===== src/rtl/text_console_writer.sv =====
// text_console_writer: turns an ASCII byte stream into VRAM cell writes.
// Tracks cursor and attribute; blanks lines and the screen on demand.
module text_console_writer #(
  parameter int         COLS_WIDE    = 50,
  parameter int         ROWS_WIDE    = 15,
  parameter int         COLS_TALL    = 30,
  parameter int         ROWS_TALL    = 25,
  parameter logic [7:0] DEFAULT_ATTR = 8'h0F
) (
  input  logic        clk_sys,
  input  logic        reset,
  input  logic [1:0]  direction,
  input  logic        in_valid,
  input  logic [7:0]  in_data,
  output logic        in_ready,
  input  logic        attr_we,
  input  logic [7:0]  attr_in,
  input  logic        clear_req,
  output logic        busy,
  output logic        ram_ce,
  output logic [11:0] ram_addr,
  output logic [15:0] ram_data,
  output logic [7:0]  cursor_col,
  output logic [7:0]  cursor_row
);
  typedef enum logic [1:0] {IDLE, WRITE, CLEAR_LINE, CLEAR_ALL} state_t;

  state_t      state, state_d;
  logic        tall, tall_q, geo, geo_d;
  logic        pending, pending_d, nl, nl_d;
  logic [9:0]  cnt, cnt_d;
  logic [7:0]  attr, fill_attr, fill_attr_d;
  logic [7:0]  col_d, row_d, nl_row;
  logic        ram_ce_d, in_ready_d, busy_d;
  logic [11:0] ram_addr_d;
  logic [15:0] ram_data_d, blank;
  logic [9:0]  cols, rows, total, base, cur_addr, nl_base;
  logic        last_col, last_row, accept;
  logic        is_print, is_cr, is_lf, is_bs, is_ff;

  assign tall     = (direction == 2'd1) || (direction == 2'd3);
  assign cols     = geo ? 10'(COLS_TALL) : 10'(COLS_WIDE);
  assign rows     = geo ? 10'(ROWS_TALL) : 10'(ROWS_WIDE);
  assign total    = (state == CLEAR_ALL) ? cols * rows : cols;
  assign base     = 10'(cursor_row) * cols;
  assign cur_addr = base + 10'(cursor_col);
  assign last_col = 10'(cursor_col) == cols - 10'd1;
  assign last_row = 10'(cursor_row) == rows - 10'd1;
  assign nl_row   = last_row ? 8'd0 : cursor_row + 8'd1;
  assign nl_base  = 10'(nl_row) * cols;
  assign blank    = {attr, 8'h20};

  // tall_q lags direction by one cycle so in_ready never promises a byte
  // in the same cycle a geometry change is acted on
  assign accept   = in_valid && in_ready && (tall_q == geo) && !pending;

  assign is_print = (in_data >= 8'h20) && (in_data <= 8'h7E);
  assign is_cr    = in_data == 8'h0D;
  assign is_lf    = in_data == 8'h0A;
  assign is_bs    = in_data == 8'h08;
  assign is_ff    = in_data == 8'h0C;

  always_comb begin
    state_d     = state;
    geo_d       = geo;
    pending_d   = pending || clear_req;
    nl_d        = nl;
    cnt_d       = cnt;
    fill_attr_d = fill_attr;
    col_d       = cursor_col;
    row_d       = cursor_row;
    ram_ce_d    = 1'b0;
    ram_addr_d  = ram_addr;
    ram_data_d  = ram_data;
    case (state)
      IDLE: begin
        if ((tall_q != geo) || pending) begin
          geo_d       = tall_q;
          col_d       = 8'd0;
          row_d       = 8'd0;
          state_d     = CLEAR_ALL;
          pending_d   = 1'b0;
          ram_ce_d    = 1'b1;
          ram_addr_d  = 12'd0;
          ram_data_d  = blank;
          cnt_d       = 10'd1;
          fill_attr_d = attr;
        end else if (accept) begin
          unique case (1'b1)
            is_print: begin
              state_d    = WRITE;
              ram_ce_d   = 1'b1;
              ram_addr_d = {2'b00, cur_addr};
              ram_data_d = {attr, 1'b0, in_data[6:0]};
              nl_d       = last_col;
              col_d      = last_col ? 8'd0 : cursor_col + 8'd1;
              row_d      = last_col ? nl_row : cursor_row;
            end
            is_cr: col_d = 8'd0;
            is_lf: begin
              col_d       = 8'd0;
              row_d       = nl_row;
              state_d     = CLEAR_LINE;
              ram_ce_d    = 1'b1;
              ram_addr_d  = {2'b00, nl_base};
              ram_data_d  = blank;
              cnt_d       = 10'd1;
              fill_attr_d = attr;
            end
            is_bs: begin
              if (cursor_col != 8'd0) begin
                col_d      = cursor_col - 8'd1;
                state_d    = WRITE;
                nl_d       = 1'b0;
                ram_ce_d   = 1'b1;
                ram_addr_d = {2'b00, cur_addr - 10'd1};
                ram_data_d = blank;
              end
            end
            is_ff: pending_d = 1'b1;
            default: ;
          endcase
        end
      end
      WRITE: begin
        if (nl) begin
          // cursor already sits at column 0 of the freshly opened row
          state_d     = CLEAR_LINE;
          nl_d        = 1'b0;
          ram_ce_d    = 1'b1;
          ram_addr_d  = {2'b00, base};
          ram_data_d  = blank;
          cnt_d       = 10'd1;
          fill_attr_d = attr;
        end else begin
          state_d = IDLE;
        end
      end
      default: begin
        if (cnt == total) begin
          state_d = IDLE;
        end else begin
          ram_ce_d   = 1'b1;
          ram_addr_d = (state == CLEAR_ALL) ? {2'b00, cnt}
                                            : {2'b00, base + cnt};
          ram_data_d = {fill_attr, 8'h20};
          cnt_d      = cnt + 10'd1;
        end
      end
    endcase
    in_ready_d = (state_d == IDLE) && !pending_d && (tall == geo_d);
    busy_d     = (state_d == CLEAR_LINE) || (state_d == CLEAR_ALL);
  end

  always_ff @(posedge clk_sys) begin
    if (reset) begin
      state      <= CLEAR_ALL;
      geo        <= tall;
      tall_q     <= tall;
      pending    <= 1'b0;
      nl         <= 1'b0;
      cnt        <= 10'd0;
      attr       <= DEFAULT_ATTR;
      fill_attr  <= DEFAULT_ATTR;
      cursor_col <= 8'd0;
      cursor_row <= 8'd0;
      ram_ce     <= 1'b0;
      ram_addr   <= 12'd0;
      ram_data   <= 16'd0;
      in_ready   <= 1'b0;
      busy       <= 1'b1;
    end else begin
      state      <= state_d;
      geo        <= geo_d;
      tall_q     <= tall;
      pending    <= pending_d;
      nl         <= nl_d;
      cnt        <= cnt_d;
      fill_attr  <= fill_attr_d;
      cursor_col <= col_d;
      cursor_row <= row_d;
      ram_ce     <= ram_ce_d;
      ram_addr   <= ram_addr_d;
      ram_data   <= ram_data_d;
      in_ready   <= in_ready_d;
      busy       <= busy_d;
      if (attr_we) attr <= attr_in;
    end
  end
endmodule


===== config.mk =====
export PLATFORM = sky130hd
export DESIGN_NAME = text_console_writer
export DESIGN_NICKNAME = d
export VERILOG_FILES = /design/src/rtl/text_console_writer.sv
export SDC_FILE = /design/constraint.sdc
export NUM_CORES = 1
export LEC_CHECK = 0
export CAP_MARGIN = 10
export CORE_ASPECT_RATIO = 0.7
export CORE_UTILIZATION = 30
export CTS_BUF_LIST = sky130_fd_sc_hd__clkbuf_16
export CTS_CLUSTER_DIAMETER = 120
export DETAILED_ROUTE_END_ITERATION = 6
export PLACE_DENSITY_LB_ADDON = 0.25
export SYNTH_ARGS = -nofsm -noshare
export SYNTH_HDL_FRONTEND = slang
export SYNTH_SLANG_ARGS = --single-unit
export TNS_END_PERCENT = 20

===== constraint.sdc =====
create_clock -name clk_sys -period 6.11 [get_ports clk_sys]
set_input_delay 1.222 -clock clk_sys [delete_from_list [all_inputs] [get_ports clk_sys]]
set_output_delay 1.222 -clock clk_sys [all_outputs]
set_load 0.005 [all_outputs]

==> Word-level counts from Yosys, hierarchy flattened <==
Cells that the tools add are included.
{ "classes": {"add_sub_neg": 9, "multipliers": 3, "magnitude_cmp": 2, "n_eq_ne": 28, "muxes": 65, "reduce_logical": 27} }
{ "ops": {"columns": ["operator", "n"], "rows": [
  ["2-to-1 mux 8 bit", 12],
  ["2-to-1 mux 16 bit", 5],
  ["2-to-1 mux 10 bit", 7],
  ["2-to-1 mux 12 bit", 5],
  ["one-hot mux 16 bit (3 select lines)", 1],
  ["one-hot mux 12 bit (3 select lines)", 1],
  ["equality test 8 x 4 -> 1 bit (second input constant)", 4],
  ["one-hot mux 16 bit (2 select lines)", 1],
  ["one-hot mux 8 bit (2 select lines)", 2],
  ["one-hot mux 12 bit (2 select lines)", 1],
  ["one-hot mux 8 bit (3 select lines)", 1],
  ["equality test 8 x 10 -> 1 bit", 2],
  ["multiplier 8 x 6 -> 10 bit", 2],
  ["one-hot mux 10 bit (2 select lines)", 1],
  ["adder 8 x 1 -> 8 bit (second input constant)", 2],
  ["AND reduction 4 bit", 4],
  ["2-to-1 mux 1 bit", 15],
  ["!= test 3 bit (second input constant)", 4],
  ["adder 10 x 1 -> 10 bit (second input constant)", 1],
  ["adder 10 bit", 1],
  ["adder 10 x 8 -> 10 bit", 1],
  ["equality test 10 bit", 1],
  ["multiplier 6 x 5 -> 10 bit", 1],
  ["2-to-1 mux 2 bit", 5],
  ["30 further kinds", 54]
]} }
{ "totals": {"register_bits": 79, "in_bits": 23, "out_inout_bits": 47, "word_cells": 149} }

==> Depth between registers and ports, before layout <==
{ "logic_depth": {"depth_word": 9, "depth_mapped": 22, "depth_no_buf": 20} }

==> Worst setup path after synthesis <==
Ideal clock, no wire load.
{ "synth_path": {"path_kind": "register to register", "startpoint": "register geo", "endpoint": "register ram_addr[9]", "arrival_ps": 5344, "t_required_ps": 6023, "path_slack_ps": 679, "path_stages_with_launch": 20, "path_buffers": 1, "synth_period_minus_slack_ps": 5431, "path_cell_list": "dfxtp_1 clkbuf_1 inv_1 ha_1 or4b_2 nor4b_4 nor2_1 nand2_1 fa_1 fa_1 fa_1 inv_1 ha_1 a21o_1 a21oi_1 o21ai_0 xnor2_1 xnor2_1 o221a_2 o31ai_1"} }
{ "synth_via": {"elab_chain_len": 9} }
{ "synth_rtl": {"columns": ["item", "line", "rtl"], "rows": [
  ["from (decl)", "29", "logic tall, tall_q, geo, geo_d;"],
  ["from (signal assigned)", "158", "geo <= tall;"],
  ["from (signal assigned)", "174", "geo <= geo_d;"],
  ["2-to-1 mux 6 bit or 2-to-1 mux 5 bit (tied branches)", "42, 43", null],
  ["multiplier 8 x 6 -> 10 bit or subtractor 5 x 1 -> 6 bit (tied branches)", "45, 48", null],
  ["adder 10 x 8 -> 10 bit or equality test 8 x 10 -> 1 bit (tied branches)", "46, 48", null],
  ["subtractor 10 x 1 -> 10 bit or 2-to-1 mux 8 bit (tied branches)", "116, 49", null],
  ["2-to-1 mux 12 bit or multiplier 8 x 6 -> 10 bit (tied branches)", "111, 50", null],
  ["one-hot mux 12 bit (3 select lines)", "89", "unique case (1'b1)"],
  ["2-to-1 mux 12 bit", "88", "end else if (accept) begin"],
  ["2-to-1 mux 12 bit", "77", "if ((tall_q != geo) || pending) begin"],
  ["one-hot mux 12 bit (2 select lines)", "75", "case (state)"],
  ["to (signal assigned)", "183", "ram_addr <= ram_addr_d;"],
  ["to (decl)", "21", "output logic [11:0] ram_addr,"]
]} }
Several ways; a longest one is shown, not always the timed one. The select of a mux whose other input is x is not followed.
A chain may end at the register's enable or synchronous reset.

==> Worst setup path after layout <==
Ends and elaborated chain as after synthesis.

==> results_dict.tcl <==
set metrics [dict create \
    outcome "completed" \
    drive_above_1_share 0.0745 \
    globalRouteOverflowTotal 0 \
    drt_first_pass_iters 5 \
    dominantRegCellSynth "dfxtp_1" \
    time_the_worst_path_needs_with_i_o_delays_and_setup_ns 5.51 \
    final_nets 954 \
    fillers 2292 \
    clock_tree.htree_level_count 3 \
    max_clock_freq_mhz 181 \
    setup_viol 0 \
    postSynth.asyncResetShare 0 \
    worst_slew_pin_slew_ns 1.13 \
    crit_chain "inv_1 > ha_1 > or4b_2 > nor4b_4 > nor2_1 > nand2_1 > fa_1 > fa_1 > fa_1 > inv_1 > ha_1 > a21o_1 > a21oi_1 > o21ai_0 > xnor2_1 > xnor2_1 > o221a_2 > o31ai_1" \
    io_pins 70 \
    synth_enable_flop_cells 0 \
    totalNegativeSetupSlack_ns 0 \
    max-cap-violations 0 \
    port_buffers 65 \
    cts_sinks 76 \
    synth_area_mm2 0.00674 \
    post_cts_resize_count 0 \
    clock_tree.root_cell "clkbuf_16" \
    clkSlewWorstSetupHoldPaths_ns 0.07 \
    worst-setup-path-type "reg2reg" \
    p_leak_nw 3.48 \
    finalWeightedCongestion 0.833 \
    synth.lib_cells_used.distinct 79 \
    synth.ff_latch_count 76 \
    placedInstanceArea_mm2 0.00761 \
    postCtsSetupRepairBufs 0 \
    power.density_mw_per_mm2 147 \
    fp.dieArea_mm2 0.0231 \
    detail_route.wirelength_um 17900 \
    core_mm2 0.0218 \
    synth_area_per_cell_um2 8.44 \
    critical_path.startpoint_type "register" \
    synthCells 798 \
    total_number_of_yosys_warnings 0 \
    crit_fanout 9 \
    initial_antenna_violation_count 0 \
    dieWidth_um 181 \
    final_cell_area_mm2 0.00791 \
    detail_route.iter0.violations 375 \
    effective_utilization_at_floorplan 0.308 \
    final.setup_skew_ns 0.0122 \
    max-clock-path-buffers 2 \
    final-max-slew-violation-count 0 \
    drcViolationCount 0 \
    ant_nets 0 \
    vias_in_the_first_global_route 5417 \
    vdd_ir_drop_max_uv 104 \
    worst_path_max_delay_cell "or4b_2" \
    clock_tree_from_tritoncts "built" \
    worst-endpoint-arrival_ns 5.78 \
    critPathMaxStageDelay_ns 0.67 \
    vias_per_cell 5.05 \
    rsz0062_at_grt "no" \
    layout_overhead_on_the_synthesized_area_pct 17.3 \
    slew-limit-headroom 0.243 \
    insertion_delay_ns 0.35 \
    hold_viol_final 0 \
    min_path_type "reg2reg" \
    grt_max_degree 52 \
    grt_util_all_layers 0.163 \
    finalCritPeriodShare 0.902 \
    avgRoutedWirePerCell_um 15.9 \
    synth-seq-area-share 0.226 \
    cts.hold.buffers_added 0 \
    die-height_um 127 \
    critical_path.most_common_cell "fa_1" \
    worst-endpoint-required_ns 6.38 \
    critPathCaptureType "register" \
    place.detailed.hpwl_um 13600 \
    grt_pass1_wl_um 29700 \
    cts_made_buffers 9 \
    insertedDiodeCount 0 \
    rows 45 \
    route.vias.total 5695 \
]
-- layout by cell type, fill, tap and decap left out, types with 4 or more instances in the layout --
cell type,n
o211ai_1,6
dfxtp_1,76
a2111oi_0,5
a211oi_1,6
nand2_1,54
nor2b_1,4
nand2b_1,8
a21oi_1,49
fa_1,30
a22oi_1,6
xnor2_1,34
nand3_1,20
nand3b_1,5
ha_1,60
a31oi_1,5
o22ai_1,4
nor4_1,6
clkdlybuf4s50_1,64
o21a_1,5
nor3_1,24
and3_1,6
clkbuf_16,9
and4_1,4
o221ai_1,6
a221oi_1,6
nor2_1,89
mux2i_1,32
and2_1,4
o21ai_0,20
nand4_1,6
a211oi_2,10
xor2_1,17
buf_4,10
a21o_1,8
inv_1,76
-- Yosys cell counts, types with 8 or more instances --
library cell | number | share of area
mux2i_1 | 32 | 0.048
dfxtp_1 | 76 | 0.23
a211oi_2 | 10 | 0.019
o21ai_0 | 20 | 0.015
nand3_1 | 20 | 0.015
nor2_1 | 89 | 0.050
nand2_1 | 54 | 0.030
clkbuf_1 | 29 | 0.016
nor3_1 | 25 | 0.019
xor2_1 | 17 | 0.022
a21o_1 | 8 | 0.0089
a21oi_1 | 49 | 0.036
ha_1 | 60 | 0.11
inv_1 | 75 | 0.042
xnor2_1 | 34 | 0.044
nand2b_1 | 8 | 0.0074
fa_1 | 30 | 0.089
-- flip-flops by register name, indices dropped and copies added (netlist names), 2 cells and up --
name / cells
attr: 8
cnt: 10
fill_attr: 8
ram_addr: 10
cursor_row: 8
state: 2
cursor_col: 8
ram_data: 15
-- power by group --
part           internal (W)  leakage (nW)  total (W)  switching [W]
clock network      0.000319         0.144   0.000553       0.000234
registers          0.000505         0.618   0.000514     0.00000907
logic             0.0000403          2.72  0.0000954      0.0000551
total              0.000864          3.48    0.00116       0.000299
-- final cells by class --
type	count	area (µm²)	share of cell area
clock buffers	9	225	0.0285
repair buffers	75	721	0.0912
flip-flops and latches	76	1520	0.192
clock inverters	7	75.1	0.00950
well taps	282	353	0.0446
multi-input cells	602	4720	0.597
inverters	77	289	0.0366
-- worst paths after layout --
kind,cells after the start,slack (ns),start,to
worst max-delay path,18,0.60,geo,ram_addr[9]
worst min-delay path,2,0.46,ram_data[0],ram_data[0]
worst max register to register,18,0.60,geo,ram_addr[9]
worst min register to register,2,0.46,ram_data[0],ram_data[0]
-- routing by layer --
layer,GRT usage,vias to the layer above,wire [µm],part of all wire
li1,-,2868,-,-
met1,0.258,2694,10100,0.56
met2,0.221,120,6830,0.38
met3,0.0345,13,880,0.049
met4,0.0339,0,143,0.0080
met5,0,-,0,0
-- cells by family after synthesis --
family,after synthesis,synth area share
AOI/OAI and AO/OA,163,0.177
xor gates and xnor gates,53,0.0730
adders and majority gates,90,0.201
buffers and inverters,122,0.0752
DFF,76,0.226
muxes,35,0.0542
other,1,0.000557
and+or+nand+nor,258,0.194
-- worst max-delay path: cells and delay by family, from the launching register on --
kind | cells | cell delay [ns]
AOI/OAI and AO/OA | 5 | 0.98
xor gates and xnor gates | 2 | 0.32
adders and majority gates | 5 | 2.12
buffers and inverters | 2 | 0.30
DFF | 1 | 0.31
and+or+nand+nor | 4 | 1.41
-- stage by stage --
| step | power [W] | std cells | hold slack (ns) | setup WS [ns] | util |
|---|---|---|---|---|---|
| 2_1_floorplan | 0.000579 | 800 | 0.445 | 0.679 | - |
| 3_3_place_gp | 0.000621 | 1112 | 0.439 | 0.617 | 0.348 |
| 3_5_place_dp | 0.000621 | 1112 | 0.444 | 0.598 | 0.348 |
| 4_1_cts | 0.00118 | 1128 | 0.459 | 0.558 | 0.362 |
| 5_1_grt | 0.00121 | 1128 | 0.469 | 0.253 | 0.362 |
| 6_report | 0.00116 | 1128 | 0.458 | 0.599 | 0.362 |
No activity file was read; power rests on OpenSTA's default activity.
